`src/rtl/register_write_arbiter.sv`:
```
// Round-robin arbiter for the GPR file write port, with a registered write
// stage and a pending-destination scoreboard used by issue for RAW stalls.
module register_write_arbiter #(
  parameter int REQUESTERS = 3
) (
  input  logic                      clock,
  input  logic                      reset,
  input  logic [REQUESTERS-1:0]     request,
  input  logic [5*REQUESTERS-1:0]   request_address,
  input  logic [32*REQUESTERS-1:0]  request_data,
  output logic [REQUESTERS-1:0]     grant,
  output logic                      write_enable,
  output logic [4:0]                write_address,
  output logic [31:0]               write_data,
  input  logic                      mark_enable,
  input  logic [4:0]                mark_address,
  output logic [31:0]               pending
);

  localparam int PW = (REQUESTERS > 1) ? $clog2(REQUESTERS) : 1;
  localparam logic [PW:0] NREQ = (PW+1)'(REQUESTERS);

  logic [PW-1:0] ptr_q, ptr_d;
  logic [PW-1:0] win_s;
  logic          win_vld_s;
  logic [PW:0]   cand_s;
  logic [PW:0]   nxt_s;
  logic [4:0]    win_addr_s;
  logic [31:0]   win_data_s;

  logic          we_q, we_d;
  logic [4:0]    wa_q, wa_d;
  logic [31:0]   wd_q, wd_d;
  logic [31:0]   pending_q, pending_d;

  // Search from the priority pointer, wrapping, for the first active request
  always_comb begin
    win_s     = '0;
    win_vld_s = 1'b0;
    cand_s    = '0;
    for (int k = 0; k < REQUESTERS; k++) begin
      cand_s = {1'b0, ptr_q} + (PW+1)'(k);
      cand_s = (cand_s >= NREQ) ? (cand_s - NREQ) : cand_s;
      if (!win_vld_s && request[cand_s[PW-1:0]]) begin
        win_vld_s = 1'b1;
        win_s     = cand_s[PW-1:0];
      end else begin
        win_vld_s = win_vld_s;
      end
    end
    if (reset) begin
      win_vld_s = 1'b0;
    end else begin
      win_vld_s = win_vld_s;
    end
  end

  // One-hot grant and the winning producer's payload
  always_comb begin
    grant      = '0;
    win_addr_s = request_address[32'(win_s)*5 +: 5];
    win_data_s = request_data[32'(win_s)*32 +: 32];
    if (win_vld_s) begin
      grant[win_s] = 1'b1;
    end else begin
      grant = '0;
    end
  end

  // Next pointer: one past the winner, holding when nothing was granted
  always_comb begin
    nxt_s = {1'b0, win_s} + {{PW{1'b0}}, 1'b1};
    ptr_d = ptr_q;
    if (win_vld_s) begin
      ptr_d = (nxt_s >= NREQ) ? '0 : nxt_s[PW-1:0];
    end else begin
      ptr_d = ptr_q;
    end
  end

  // Write stage: r0 requests are consumed but never reach the register file
  always_comb begin
    we_d = 1'b0;
    wa_d = wa_q;
    wd_d = wd_q;
    if (win_vld_s) begin
      we_d = (win_addr_s != 5'd0);
      wa_d = win_addr_s;
      wd_d = win_data_s;
    end else begin
      we_d = 1'b0;
    end
  end

  // Scoreboard: a fresh reservation beats a same-cycle writeback clear
  always_comb begin
    pending_d = pending_q;
    if (we_q) begin
      pending_d[wa_q] = 1'b0;
    end else begin
      pending_d = pending_d;
    end
    if (mark_enable && (mark_address != 5'd0)) begin
      pending_d[mark_address] = 1'b1;
    end else begin
      pending_d = pending_d;
    end
    pending_d[0] = 1'b0;
  end

  // State registers with synchronous reset
  always_ff @(posedge clock) begin
    if (reset) begin
      ptr_q     <= '0;
      we_q      <= 1'b0;
      wa_q      <= 5'd0;
      wd_q      <= 32'd0;
      pending_q <= 32'd0;
    end else begin
      ptr_q     <= ptr_d;
      we_q      <= we_d;
      wa_q      <= wa_d;
      wd_q      <= wd_d;
      pending_q <= pending_d;
    end
  end

  assign write_enable  = we_q;
  assign write_address = wa_q;
  assign write_data    = wd_q;
  assign pending       = pending_q;

endmodule

```
`config.mk`:
```
export PLATFORM = sky130hd
export DESIGN_NAME = register_write_arbiter
export DESIGN_NICKNAME = d
export VERILOG_FILES = /design/src/rtl/register_write_arbiter.sv
export SDC_FILE = /design/constraint.sdc
export NUM_CORES = 1
export LEC_CHECK = 0
export BUFFER_PORTS_ARGS = -buffer_cell sky130_fd_sc_hd__buf_2
export CELL_PAD_IN_SITES_DETAIL_PLACEMENT = 1
export CELL_PAD_IN_SITES_GLOBAL_PLACEMENT = 1
export CORE_UTILIZATION = 34
export DETAILED_ROUTE_END_ITERATION = 7
export GPL_TIMING_DRIVEN = 0
export HOLD_SLACK_MARGIN = 0.15
export PLACE_DENSITY_LB_ADDON = 0.08
export SLEW_MARGIN = 20
export SYNTH_ARGS = -nofsm -noshare
export SYNTH_HDL_FRONTEND = slang
export SYNTH_SLANG_ARGS = --single-unit
```
`constraint.sdc`:
```
create_clock -name clock -period 3.92 [get_ports clock]
set_input_delay 0.98 -clock clock [delete_from_list [all_inputs] [get_ports clock]]
set_output_delay 0.98 -clock clock [all_outputs]
set_load 0.03 [all_outputs]
```
==> reports/metrics.cfg <==
[detailed_routing]
routed_wl_mm = 13.8
num_vias = 4055
wl_per_cell_um = 18.5
drt.antenna.violating_nets = 0
via_per_inst = 5.44
route.detailed.drc = 0
dr.first_iter.drc_count = 138
first_pass_iters = 4

[global_routing]
top_usage_layer = met2
grt_usage = 0.250
antenna_found_initial = 0
grt_pass1_vias = 4198
grt_max_degree = 14
use_met1 = 0.303
met3_usage = 0.0637
use_met2 = 0.424
grt_pass1_wl_mm = 21.8
globalRoute.totalOverflow = 0

[power]
p_leak_uw = 0.00235
p_per_area_nw_per_um2 = 752
peakVddDrop_mv = 0.376

[cts]
cts_tree = yes
clk_pin_slew_worst_paths_ps = 80
clockRootBuffer = clkbuf_8
cts_buffer_depth = 2
clkLatencyLatePin_ps = 350
htreeDepth = 3
ctsHoldBuffers = 0
clock_sinks = 71
cts_inserted_buffers = 9

[final_layout]
final_common_cell = buf_2
layout.nets = 731
layout_common_cells = buf_2, dfxtp_1, nand2_1, mux2i_1
drive_above_1_share = 0.403
nFillCells = 1275
area_delta_synth_final_pct = 38.0
diodes = 0
design_area_um2 = 5010

[synth]
synth_cell_types = 49
synthesis.instances = 400
ys_ff_latch = 71
avgSynthCellArea_um2 = 9.07
synth_edf_count = 0
synth_nets = 526
ys.flop_type = dfxtp_1
async_flop_share = 0
synth_warnings = 0
syn_area_um2 = 3630
yosysSeqAreaShare = 0.392

[placed_design]
place_area_um2 = 4760
dp_slack_ps = 168
hpwl_mm = 10.5
gp_congestion = 0.777
io_buffers = 192

[floorplan]
core_um2 = 10300
start_util = 0.351
die_h_um = 105
die_x_um = 105
io_pins = 195
placementRows = 37
dieArea_um2 = 11100

[timing]
setup_viol = 0
hold_viol_final = 0
slew_headroom = 0.249
worst_clock_skew_ps = 12.2
finalCriticalPeriod_ps = 3740
drv_slew = 0
achievable-frequency_mhz = 267
period_share = 0.955
worst_slew_pin_slew_ps = 1120
setup_slack_ps = 178

[flow_run]
drv_cap = 0

[worst_setup_path]
crit_required_ps = 2940
end_kind = output pin
critPathLaunchType = register
crit_arrival_ps = 2760
critPathKind = register to output pin
cp_max_fo = 10

[hold_path]
hp-class = register to register

[status]
status = finished, final reports clean

==> state kept, by name, summed over array words and instances (netlist names) <==
signal,cells
pending,31
ptr_q,2
write_address,5
write_data,32
write_enable,1
==> synthesized netlist by cell type, drive strengths merged, types with 2 or more instances <==
cell	n	share of area
a21oi	34	0.048
a32oi	37	0.089
and3	2	0.0034
and3b	3	0.0072
buf	23	0.038
clkbuf	14	0.014
dfxtp	71	0.39
ha	4	0.014
inv	4	0.0041
mux2i	41	0.12
nand2	39	0.040
nand3	2	0.0028
nand3b	6	0.012
nor2	14	0.017
nor2b	2	0.0034
nor3	5	0.0083
nor3b	5	0.010
o21ai	34	0.050
o31ai	37	0.077
or3b	2	0.0048
or4	2	0.0041
==> final cells by class <==
| class | instances | area (µm²) | area share |
|---|---|---|---|
| plain buffers | 37 | 196 | 0.0392 |
| clock buffers | 10 | 138 | 0.0275 |
| clock inverters | 6 | 67.6 | 0.0135 |
| inverters | 4 | 15.0 | 0.00300 |
| multi-input cells | 288 | 2020 | 0.403 |
| flip-flops and latches | 71 | 1420 | 0.284 |
| well taps | 136 | 170 | 0.0340 |
| repair buffers | 194 | 978 | 0.195 |
==> stage by stage <==
stage               TNS (ps)  hold WS [ps]  power, µW  utilization  instances
floorplan                  0           499       2490            -        400
global placement           0           445       3070        0.461        728
detailed placement         0           450       3110        0.461        728
CTS                        0           470       3740        0.481        744
global route           -6.66           502       3990        0.485        746
finish                     0           467       3770        0.485        746
==> per-layer routing <==
metal / vias to the layer above / wire (µm)
li1: 1935 / -
met1: 1944 / 5790
met2: 152 / 6720
met3: 24 / 933
met4: 0 / 322
met5: - / 0
==> power by group <==
group	switching (µW)	internal (µW)
registers	95.7	891
logic	1390	772
clock network	302	314
==> worst paths after layout <==
path / end / from / slack (ps) / cells past startpoint
worst max register to register: write_data[29] / ptr_q[1] / 1250 / 10
worst min register to register: write_data[4] / write_data[4] / 470 / 2
worst min-delay path: write_data[4] / write_data[4] / 470 / 2
worst max-delay path: grant[1] / ptr_q[1] / 180 / 11
==> repair_timing <==
action,4_1_cts,5_1_grt
setup buffers,0,2
resized for setup,0,9
setup endpoints to repair,0,3
==> cells by family after synthesis <==
logic type | synth area share
simple gates | 0.126
other cells | 0.00103
flops | 0.392
fa+ha+maj | 0.0138
buf+inv | 0.0569
compound gates | 0.291
mux | 0.120
==> critical path, cell delays in order (launching register included) <==
cell and delay [ps]:
dfxtp_1 400, inv_1 80, ha_1 180, buf_4 170, mux2i_4 210, o21ai_4 220, nor3_2 100, or2_1 210
clkbuf_1 170, buf_4 210, nor3_2 220, clkbuf_4 220
Power figures use the tool's default switching activity.
